===== src/rtl/vga_scan_if.sv =====
// Pixel interface between the VGA scan driver (master) and the Snake game logic (slave).
// The driver publishes scan coordinates; the game returns the pixel class and apple cell.
interface vga_scan_if;
  logic [11:0] x_pos;
  logic [11:0] y_pos;
  logic [1:0]  snake;
  logic [5:0]  apple_x;
  logic [5:0]  apple_y;
  logic        hsync;
  logic        vsync;
  logic [11:0] rgb;
  logic        frame_tick;

  modport master (
    output x_pos, y_pos, hsync, vsync, rgb, frame_tick,
    input  snake, apple_x, apple_y
  );

  modport slave (
    input  x_pos, y_pos, hsync, vsync, rgb, frame_tick,
    output snake, apple_x, apple_y
  );
endinterface


===== src/rtl/vga_scan_driver.sv =====
// VGA timing generator and pixel colouriser for the Snake display.
// Sync and RGB share one output register stage, so all lag the scan coordinates by one pixel.
module vga_scan_driver #(
  parameter int unsigned CLK_DIV = 2,
  parameter int unsigned H_VIS   = 640,
  parameter int unsigned H_FP    = 16,
  parameter int unsigned H_SYNC  = 96,
  parameter int unsigned H_BP    = 48,
  parameter int unsigned V_VIS   = 480,
  parameter int unsigned V_FP    = 10,
  parameter int unsigned V_SYNC  = 2,
  parameter int unsigned V_BP    = 33,
  parameter logic [11:0] C_WALL  = 12'hFFF,
  parameter logic [11:0] C_HEAD  = 12'hF80,
  parameter logic [11:0] C_BODY  = 12'h0F0,
  parameter logic [11:0] C_APPLE = 12'hF00
) (
  input logic        clk,
  input logic        rst,
  vga_scan_if.master vga
);

  localparam int unsigned CNT_W    = 12;
  localparam int unsigned RGB_W    = 12;
  localparam int unsigned DIV_W    = (CLK_DIV > 1) ? $clog2(CLK_DIV) : 1;
  localparam int unsigned H_TOTAL  = H_VIS + H_FP + H_SYNC + H_BP;
  localparam int unsigned V_TOTAL  = V_VIS + V_FP + V_SYNC + V_BP;
  localparam int unsigned HS_START = H_VIS + H_FP;
  localparam int unsigned HS_END   = HS_START + H_SYNC;
  localparam int unsigned VS_START = V_VIS + V_FP;
  localparam int unsigned VS_END   = VS_START + V_SYNC;

  localparam logic [1:0] CLS_HEAD = 2'd1;
  localparam logic [1:0] CLS_BODY = 2'd2;
  localparam logic [1:0] CLS_WALL = 2'd3;

  logic [DIV_W-1:0] div_cnt;
  logic [CNT_W-1:0] h_cnt;
  logic [CNT_W-1:0] v_cnt;
  logic             hsync_q;
  logic             vsync_q;
  logic [RGB_W-1:0] rgb_q;
  logic             frame_tick_q;

  logic             pix_en_c;
  logic             h_wrap_c;
  logic             v_wrap_c;
  logic             hs_n_c;
  logic             vs_n_c;
  logic             vid_on_c;
  logic             apple_hit_c;
  logic             vblank_start_c;
  logic [RGB_W-1:0] colour_c;

  assign pix_en_c       = (div_cnt == DIV_W'(CLK_DIV - 1));
  assign h_wrap_c       = (h_cnt == CNT_W'(H_TOTAL - 1));
  assign v_wrap_c       = (v_cnt == CNT_W'(V_TOTAL - 1));
  assign hs_n_c         = !((h_cnt >= CNT_W'(HS_START)) && (h_cnt < CNT_W'(HS_END)));
  assign vs_n_c         = !((v_cnt >= CNT_W'(VS_START)) && (v_cnt < CNT_W'(VS_END)));
  assign vid_on_c       = (h_cnt < CNT_W'(H_VIS)) && (v_cnt < CNT_W'(V_VIS));
  assign apple_hit_c    = vid_on_c && (h_cnt[9:4] == vga.apple_x) && (v_cnt[9:4] == vga.apple_y);
  assign vblank_start_c = pix_en_c && h_wrap_c && (v_cnt == CNT_W'(V_VIS - 1));

  // Pixel-clock divider
  always_ff @(posedge clk) begin
    if (rst) begin
      div_cnt <= '0;
    end else if (pix_en_c) begin
      div_cnt <= '0;
    end else begin
      div_cnt <= div_cnt + DIV_W'(1);
    end
  end

  // Horizontal and vertical scan counters
  always_ff @(posedge clk) begin
    if (rst) begin
      h_cnt <= '0;
      v_cnt <= '0;
    end else if (pix_en_c) begin
      if (h_wrap_c) begin
        h_cnt <= '0;
        v_cnt <= v_wrap_c ? '0 : v_cnt + CNT_W'(1);
      end else begin
        h_cnt <= h_cnt + CNT_W'(1);
      end
    end
  end

  // Colour priority: wall, head, body, apple, then background
  always_comb begin
    colour_c = '0;
    if (vid_on_c) begin
      if (vga.snake == CLS_WALL) begin
        colour_c = C_WALL;
      end else if (vga.snake == CLS_HEAD) begin
        colour_c = C_HEAD;
      end else if (vga.snake == CLS_BODY) begin
        colour_c = C_BODY;
      end else if (apple_hit_c) begin
        colour_c = C_APPLE;
      end
    end
  end

  // Single output stage keeps sync and colour aligned to each other
  always_ff @(posedge clk) begin
    if (rst) begin
      hsync_q <= 1'b1;
      vsync_q <= 1'b1;
      rgb_q   <= '0;
    end else if (pix_en_c) begin
      hsync_q <= hs_n_c;
      vsync_q <= vs_n_c;
      rgb_q   <= colour_c;
    end
  end

  // High for the one clk after the edge that enters vertical blanking
  always_ff @(posedge clk) begin
    if (rst) begin
      frame_tick_q <= 1'b0;
    end else begin
      frame_tick_q <= vblank_start_c;
    end
  end

  assign vga.x_pos      = h_cnt;
  assign vga.y_pos      = v_cnt;
  assign vga.hsync      = hsync_q;
  assign vga.vsync      = vsync_q;
  assign vga.rgb        = rgb_q;
  assign vga.frame_tick = frame_tick_q;

endmodule

===== src/flat_wrapper.sv =====
// flat-port wrapper written by rule: the top's interface ports become plain ports
module vga_scan_driver_flat 
#(
  parameter int unsigned CLK_DIV = 2,
  parameter int unsigned H_VIS   = 640,
  parameter int unsigned H_FP    = 16,
  parameter int unsigned H_SYNC  = 96,
  parameter int unsigned H_BP    = 48,
  parameter int unsigned V_VIS   = 480,
  parameter int unsigned V_FP    = 10,
  parameter int unsigned V_SYNC  = 2,
  parameter int unsigned V_BP    = 33,
  parameter logic [11:0] C_WALL  = 12'hFFF,
  parameter logic [11:0] C_HEAD  = 12'hF80,
  parameter logic [11:0] C_BODY  = 12'h0F0,
  parameter logic [11:0] C_APPLE = 12'hF00
)
  (clk, rst, vga_x_pos, vga_y_pos, vga_hsync, vga_vsync, vga_rgb, vga_frame_tick, vga_snake, vga_apple_x, vga_apple_y);
  vga_scan_if vga_i ();
  input logic clk;
  input logic rst;
  output wire logic [$bits(vga_i.x_pos)-1:0] vga_x_pos;
  output wire logic [$bits(vga_i.y_pos)-1:0] vga_y_pos;
  output wire logic [$bits(vga_i.hsync)-1:0] vga_hsync;
  output wire logic [$bits(vga_i.vsync)-1:0] vga_vsync;
  output wire logic [$bits(vga_i.rgb)-1:0] vga_rgb;
  output wire logic [$bits(vga_i.frame_tick)-1:0] vga_frame_tick;
  input wire logic [$bits(vga_i.snake)-1:0] vga_snake;
  input wire logic [$bits(vga_i.apple_x)-1:0] vga_apple_x;
  input wire logic [$bits(vga_i.apple_y)-1:0] vga_apple_y;
  assign vga_x_pos = vga_i.x_pos;
  assign vga_y_pos = vga_i.y_pos;
  assign vga_hsync = vga_i.hsync;
  assign vga_vsync = vga_i.vsync;
  assign vga_rgb = vga_i.rgb;
  assign vga_frame_tick = vga_i.frame_tick;
  assign vga_i.snake = vga_snake;
  assign vga_i.apple_x = vga_apple_x;
  assign vga_i.apple_y = vga_apple_y;
  vga_scan_driver #(.CLK_DIV(CLK_DIV), .H_VIS(H_VIS), .H_FP(H_FP), .H_SYNC(H_SYNC), .H_BP(H_BP), .V_VIS(V_VIS), .V_FP(V_FP), .V_SYNC(V_SYNC), .V_BP(V_BP), .C_WALL(C_WALL), .C_HEAD(C_HEAD), .C_BODY(C_BODY), .C_APPLE(C_APPLE)) u_core (.clk(clk), .rst(rst), .vga(vga_i));
endmodule

===== config.mk =====
export PLATFORM = sky130hd
export DESIGN_NAME = vga_scan_driver_flat
export DESIGN_NICKNAME = d
export VERILOG_FILES = /design/src/rtl/vga_scan_if.sv /design/src/rtl/vga_scan_driver.sv /design/src/flat_wrapper.sv
export SDC_FILE = /design/constraint.sdc
export NUM_CORES = 1
export LEC_CHECK = 0
export BUFFER_PORTS_ARGS = -buffer_cell sky130_fd_sc_hd__buf_2
export CAP_MARGIN = 20
export CORE_MARGIN = 1
export CORE_UTILIZATION = 51
export DETAILED_ROUTE_END_ITERATION = 10
export PLACE_DENSITY = 0.9
export REMOVE_ABC_BUFFERS = 1
export SLEW_MARGIN = 20
export SYNTH_ARGS = -nofsm -noshare
export SYNTH_HDL_FRONTEND = slang
export SYNTH_SLANG_ARGS = --single-unit

===== constraint.sdc =====
create_clock -name clk -period 2.2 [get_ports clk]
set_input_delay 0.33 -clock clk [delete_from_list [all_inputs] [get_ports clk]]
set_output_delay 0.33 -clock clk [all_outputs]
set_load 0.02 [all_outputs]

### Word level (Yosys, flattened, before mapping)

Cells that the tools add are included.

| operators by class | value |
|---|---|
| add/subtract/negate cells | 3 |
| multiply operators | 0 |
| divide/modulo/power cells | 0 |
| magnitude comparators | 6 |
| equality and inequality tests | 8 |
| shift operators | 0 |
| muxes and demuxes | 7 |
| bitwise logic cells | 0 |
| reduce and logical (&&, ||, !) cells | 11 |

Operators by type and width:

| kind | count |
|---|---|
| $mux 12 | 7 |
| $add 12x1->12 const B | 2 |
| $eq 12x10->1 const B | 2 |
| $lt 12x10->1 const B | 2 |
| $lt 12x9->1 const B | 2 |
| $eq 12x9->1 const B | 1 |
| $eq 6x6->1 | 2 |
| $ge 12x10->1 const B | 1 |
| $ge 12x9->1 const B | 1 |
| $logic_and 1x1->1 | 7 |
| $eq 2x2->1 const B | 2 |
| $eq 2x1->1 const B | 1 |
| $logic_not 1->1 | 2 |
| $reduce_and 2->1 | 1 |
| $reduce_or 2->1 | 1 |
| $add 1x1->1 const B | 1 |

| word-level totals | value |
|---|---|
| flip-flop bits (word level) | 40 |
| latch bits | 0 |
| memory bits (writable) | 0 |
| ROM bits | 0 |
| input bits | 16 |
| memories | 0 |

### Depth between registers and ports, before layout

Gate-level depths: netlist (run 1).

| logic depth | value |
|---|---|
| depth after elaboration | 9 |
| depth in mapped cells | 7 |
| gate-level depth less buffers | 6 |

### Least setup slack after synthesis (run 1)

Ideal clock, no wire load.

| timing | value |
|---|---|
| path kind | reg2reg |
| start point | register u_core.h_cnt[0], in the netlist u_core.vga.x_pos[0] |
| end point | register u_core.v_cnt[8], in the netlist u_core.vga.y_pos[8] |
| setup time | 0.070 ns |
| arrival time | 1.829 ns |
| data required time | 2.130 ns |
| setup slack | 0.300 ns |
| stages on the path, launching flop included | 8 |
| buffers on the path | 2 |
| period minus slack after synthesis | 1.900 ns |
| cells stage by stage | dfxtp_1 -> ha_1 -> and3_1 -> buf_2 -> nand4_1 -> buf_2 -> or4_1 -> a21oi_1 |

| on the way | value |
|---|---|
| cells in the longest elaborated chain, start to end | 2 |

Ends and longest elaborated chain:

| element | line | text |
|---|---|---|
| start: declaration | vga_scan_driver.sv:38 | `logic [CNT_W-1:0] h_cnt;` |
| start signal: assignment | vga_scan_driver.sv:85 | `h_cnt <= h_cnt + CNT_W'(1);` |
| $eq 12x10->1 | vga_scan_driver.sv:56 | `assign h_wrap_c = (h_cnt == CNT_W'(H_TOTAL - 1));` |
| $reduce_and 2->1 (no source line) | - |  |
| end signal: assignment | vga_scan_driver.sv:83 | `v_cnt <= v_wrap_c ? '0 : v_cnt + CNT_W'(1);` |
| end: declaration | vga_scan_driver.sv:39 | `logic [CNT_W-1:0] v_cnt;` |

Every way passes these cells.
A chain may end at the register's enable or synchronous reset.

### Worst setup path after layout (run 1)

| timing | value |
|---|---|
| start point | register u_core.h_cnt[0], in the netlist u_core.vga.x_pos[0] |
| end point | register u_core.v_cnt[9], in the netlist u_core.vga.y_pos[9] |

The elaborated chain is that of the path after synthesis.

==> results of run 1 <==
routing by layer:
metal	GRT usage [%]	part of all wire (%)	vias to the layer above
met5	0	0	-
met3	7.04	6.5	2
met2	35.9	49	80
li1	-	-	845
met1	29.8	44	785
met4	6.35	0.14	0
cells in the mapped netlist, drive strengths merged:
cell type,count,area share (%)
nor3,6,2.2
nand2b,3,1.0
or4b,1,0.54
a211o,1,0.48
nand3b,1,0.41
xnor2,2,0.95
clkbuf,6,1.2
a31oi,3,1.0
o21ai,5,1.4
a311oi,1,0.48
ha,4,2.7
nor4,3,1.0
a21oi,9,2.4
and4,5,2.4
nand4,12,4.1
a32o,1,0.54
a22o,1,0.48
o31ai,2,0.81
nand2,12,2.4
buf,18,6.5
and3,5,1.8
or3,5,1.7
and4bb,3,2.0
nand3,9,2.4
nor2,17,3.5
inv,8,1.6
or2b,1,0.41
nand4b,2,0.95
nor4b,1,0.81
o2bb2ai,1,0.48
o32ai,4,1.9
or4,2,0.81
or2,1,0.34
mux2i,2,1.1
a32oi,1,0.48
and2,3,1.1
dfxtp,32,35
xor2,21,10
nor2b,2,0.68
worst reg2reg max path: stages (launching register included):
cell     delay (ns)
dfxtp_1        0.40
ha_1           0.19
and3_1         0.25
and4_1         0.44
nand2_1        0.20
o32ai_1        0.30
worst paths after layout:
kind	startpoint	to	slack (ns)	cells after the start
min	vga_snake[1]	u_core.vga.rgb[6]	0.26	2
min reg2reg	u_core.vga.rgb[7]	u_core.vga.rgb[7]	0.46	2
max reg2reg	u_core.vga.x_pos[0]	u_core.vga.y_pos[9]	0.32	5
max	u_core.vga.x_pos[0]	u_core.vga.y_pos[9]	0.32	5
stage by stage:
stage               hold slack (ns)  instance area (sq um)  instances  util (%)
floorplan                     0.399                   1700        192         -
global placement              0.435                   2050        295      60.5
detailed placement            0.450                   2050        295      60.5
CTS                           0.244                   2120        302      62.4
global route                  0.233                   2120        302      62.4
finish                        0.257                   2120        302      62.4
layout make-up:
type                    count  share of cell area [%]
clock buffers               7                    3.08
inverters                   8                    1.42
well taps                  46                    2.72
repair buffers             57                    13.8
multi-input cells         152                    48.7
flip-flops and latches     32                    30.3
flip-flops by register name, summed over array words and instances, names as in the netlist:
signal                 flops
u_core.vga.rgb             4
u_core.vga.vsync           1
u_core.vga.x_pos          12
u_core.vga.frame_tick      1
u_core.vga.y_pos          12
u_core.vga.hsync           1
u_core.div_cnt             1
power breakdown:
group	switching [mW]	total (mW)	leakage, nW	internal [mW]
logic	0.0636	0.108	0.638	0.0445
registers	0.0106	0.601	0.259	0.590
clock network	0.188	0.369	0.0374	0.181
total	0.262	1.08	0.934	0.816
cells by family (layout without fill, tap and decap cells):
group                    after synthesis  in the layout  share of synthesized area [%]
flip-flops                            32             32                           34.8
buffers and inverters                 32             72                           9.31
adder cells (fa/ha/maj)                4              4                           2.72
AND/OR/NAND/NOR                       94             94                           30.7
multiplexers                           2              2                           1.09
XOR/XNOR                              23             23                           10.9
AO/OA/AOI/OAI                         29             29                           10.5
==> results_dict.tcl, run 1 <==
set metrics [dict create \
    status "completed" \
    clock_skew_ns 0.00381 \
    final_cell_mix "buf_2, dfxtp_1, xor2_1" \
    gp_congestion 0.849 \
    layout-drive-gt1-share_pct 27.3 \
    syn_area_sq_um 1840 \
    core_sq_um 3390 \
    crit_path_top_delay_cell "and4_1" \
    dr_total_vias 1712 \
    routedWlPerCell_microns 13.8 \
    setup_ws_ns 0.324 \
    yosys_register_bits 32 \
    tightestPinTransition_ns 0.408 \
    fin_nets 276 \
    antenna_cells 0 \
    cp.required_ns 2.43 \
    gr-usage-all-layers_pct 22.7 \
    clockRootBuffer "clkbuf_4" \
    clk_pin_slew_ns 0.09 \
    firstDrtPassIters 4 \
    grt_max_degree 28 \
    portBuffers 54 \
    die_y_microns 62.1 \
    multi_input_area_sq_um 1030 \
    syn-instance-count 216 \
    route.detailed.drc 0 \
    ys_warn_count 0 \
    yosysUniqueCellTypes 46 \
    slowest_delay_ns 0.44 \
    maxCapViolCount 0 \
    drtIter0Drc 112 \
    final_common_cell "buf_2" \
    cts_tree "done" \
    worstPathArrival_ns 2.11 \
    path_cells "ha_1, and3_1, and4_1, nand2_1, o32ai_1" \
    max-clock-path-buffers 2 \
    cts_resized 0 \
    clock-sinks 32 \
    hold_class "input port to register" \
    slew_violations 0 \
    routed_wl_microns 4150 \
    ctsHoldBuffers 0 \
    fillers 281 \
    syn_to_final_growth_pct 14.9 \
    design.die.area_sq_um 3860 \
    timing.final.hold_violations 0 \
    worstPathMaxFanout 10 \
    ctsHtreeMaxLevel 2 \
    max_freq_ghz 0.533 \
    final.period_utilization_pct 85.3 \
    grt_pass1_vias 1412 \
    post-cts-setup-buffers 0 \
    slew-limit-headroom_pct 72.6 \
    crit_path_start_kind "register" \
    num_io_pins 55 \
    vias_per_cell 5.67 \
    period_needed_ns 1.88 \
    rsz0062_at_grt "false" \
    clkLatencyLatePin_ns 0.32 \
    placementRows 21 \
    synth_seq_area_share_pct 34.8 \
    setup_violations 0 \
    crit_type "register to register" \
    initial_core_util_pct 54.3 \
    cp-end-kind "register" \
    ff_latch_area_sq_um 641 \
    grt_pass1_wl_microns 6370 \
    dp_slack_ns 0.357 \
    power.density_nw_per_um2 510 \
    grt_antenna_before_repair 0 \
    power_mw 1.08 \
    numCtsBuffers 5 \
    die_w_microns 62.1 \
    cp_top_family "simple AND/OR/NAND/NOR gates" \
    dp_hpwl_microns 3050 \
    syn_area_per_cell_sq_um 8.53 \
    overflow 0 \
    fin_setup_tns_ns 0 \
    ant_nets 0 \
    ir_drop_mv 0.272 \
    p_leak_nw 0.934 \
    path_buf_inv 0 \
]
No activity file was read; power rests on OpenSTA's default activity.
==> inputs of run 2 (changes only) <==
CORE_ASPECT_RATIO = 1.25   (was not set)
SLEW_MARGIN = 10   (was 20)
==> run 2 against run 1 <==
Flip-flop and latch count stayed put. First-iteration DRC count fell by 39%. Global-route usage grew 0.74 points. Non-clock buffer count is 2 higher. Largest power group unchanged. Clock skew up 0.0023 ns. Cell count decreased by 1.7%. Clock power rose by 13%. Hold slack improved by 0.048 ns. Combinational power about the same. Sequential share of layout area is 0.27 points lower. Via count increased by 0.64%. Register-to-register slack worse by 0.04 ns.
==> results_dict.tcl, run 2 (synthesis gave the netlist of run 1 again) <==
set metrics [dict create \
    p_leak_nw 0.949 \
    hold_class "input port to register" \
    seqPwrFrac_pct 53.5 \
    firstDrtPassIters 4 \
    grt_antenna_before_repair 0 \
    fin_setup_tns_ns 0 \
    grt_pass1_wl_microns 7140 \
    timing.final.hold_violations 0 \
    route.detailed.drc 0 \
    syn_to_final_growth_pct 15.9 \
    clock-sinks 32 \
    final_cells 297 \
    p_comb_share_pct 9.6 \
    p_int_mw 0.850 \
    dr_total_vias 1723 \
    grt_pass1_vias 1552 \
    drtIter0Drc 68 \
    rsz0062_at_grt "false" \
    num_io_pins 55 \
    initial_core_util_pct 52.9 \
    power.density_nw_per_um2 528 \
    placementRows 24 \
    holdPathStages 2 \
    cp-end-kind "register" \
    routed_wl_microns 4340 \
    reg2reg_depth 5 \
    setup_ws_ns 0.281 \
    grt_max_degree 28 \
    core_sq_um 3480 \
    period_needed_ns 1.92 \
    worstPathMaxFanout 10 \
    hold_slack_ns 0.305 \
    slowest_delay_ns 0.42 \
    cp.required_ns 2.39 \
    die_w_microns 55.8 \
    gp_congestion 0.955 \
    final_cell_mix "buf_2, dfxtp_1, xor2_1" \
    design.die.area_sq_um 3860 \
    post-cts-setup-buffers 0 \
    cp_top_family "simple AND/OR/NAND/NOR gates" \
    dp_hpwl_microns 3260 \
    gr-usage-all-layers_pct 23.4 \
    dpl_cell_area_sq_um 2060 \
    max_freq_ghz 0.521 \
    crit_path_start_kind "register" \
    ir_drop_mv 0.499 \
    p_sw_mw 0.277 \
    final_common_cell "buf_2" \
    dp.cells 290 \
    clk_pin_slew_ns 0.06 \
    clock_skew_ns 0.00607 \
    path_cells "ha_1, and3_1, and4_1, nand2_1, o32ai_1" \
    design_area_sq_um 2130 \
    power_mw 1.13 \
    clockRootBuffer "clkbuf_8" \
    fillers 315 \
    layout-drive-gt1-share_pct 27.5 \
    slew-limit-headroom_pct 67.2 \
    ctsHtreeMaxLevel 2 \
    portBuffers 54 \
    reg2reg_setup_slack_ns 0.28 \
    tightestPinTransition_ns 0.488 \
    switching_share_pct 24.6 \
    vias_per_cell 5.80 \
    numCtsBuffers 5 \
    crit_path_top_delay_cell "and4_1" \
    path_buf_inv 0 \
    crit_type "register to register" \
    ant_nets 0 \
    utilization_pct 61.3 \
    maxCapViolCount 0 \
    min-delay-start "vga_snake[1]" \
    ctsHoldBuffers 0 \
    routedWlPerCell_microns 14.6 \
    final.period_utilization_pct 87.2 \
    worstReg2RegEnd "u_core.vga.y_pos[9]" \
    status "completed" \
    p_clk_share_pct 36.9 \
    die_y_microns 69.2 \
    clkLatencyLatePin_ns 0.28 \
    min_to "u_core.vga.rgb[6]" \
    overflow 0 \
    setup_violations 0 \
    worstPathArrival_ns 2.11 \
    antenna_cells 0 \
    dp_slack_ns 0.345 \
    cts_resized 0 \
    cts_tree "done" \
    r2r_start "u_core.vga.x_pos[0]" \
    fin_nets 278 \
    slew_violations 0 \
    max-clock-path-buffers 2 \
]
[run 2: cell types whose count changed in the layout (fill, tap and decap cells not counted), sizes merged]
cell    change
clkinv      +1
clkbuf      -1
buf         +2
[run 2: power by group through the flow]
stage / registers, mW / logic [mW] / clock network, mW
final: 0.603 / 0.108 / 0.416
after floorplan: 0.638 / 0.0338 / 0
after detailed placement: 0.616 / 0.108 / 0
after CTS: 0.603 / 0.109 / 0.431
after global placement: 0.614 / 0.106 / 0
after global routing: 0.604 / 0.116 / 0.449
[run 2: cell type report]
type / instances / area, sq um / share of cell area (%)
sequential: 32 / 641 / 30.0
tap: 39 / 48.8 / 2.29
timing repair buffer: 59 / 308 / 14.4
inverter: 8 / 30.0 / 1.41
multi-input combinational: 152 / 1030 / 48.2
clock buffer: 6 / 72.6 / 3.40
clock inverter: 1 / 5.00 / 0.234
[run 2: per-layer routing]
layer  track usage [%]  share of wire (%)  vias to the layer above
met1              27.0                 41                      810
met4              10.0                1.9                        0
met2              40.8                 53                       60
met5                 0                  0                        -
met3              5.60                5.0                        8
li1                  -                  -                      845
[run 2: worst max path at each step]
stage / depth (start not counted) / to / from / slack (ns)
finish: 5 / u_core.vga.y_pos[9] / u_core.vga.x_pos[0] / 0.28
global route: 5 / u_core.vga.y_pos[9] / u_core.vga.x_pos[0] / 0.18
CTS: 5 / u_core.vga.y_pos[9] / u_core.vga.x_pos[0] / 0.32
detailed placement: 5 / u_core.vga.y_pos[9] / u_core.vga.x_pos[0] / 0.34
global placement: 5 / u_core.vga.y_pos[9] / u_core.vga.x_pos[0] / 0.41
floorplan: 5 / u_core.vga.y_pos[8] / u_core.vga.x_pos[0] / 0.26
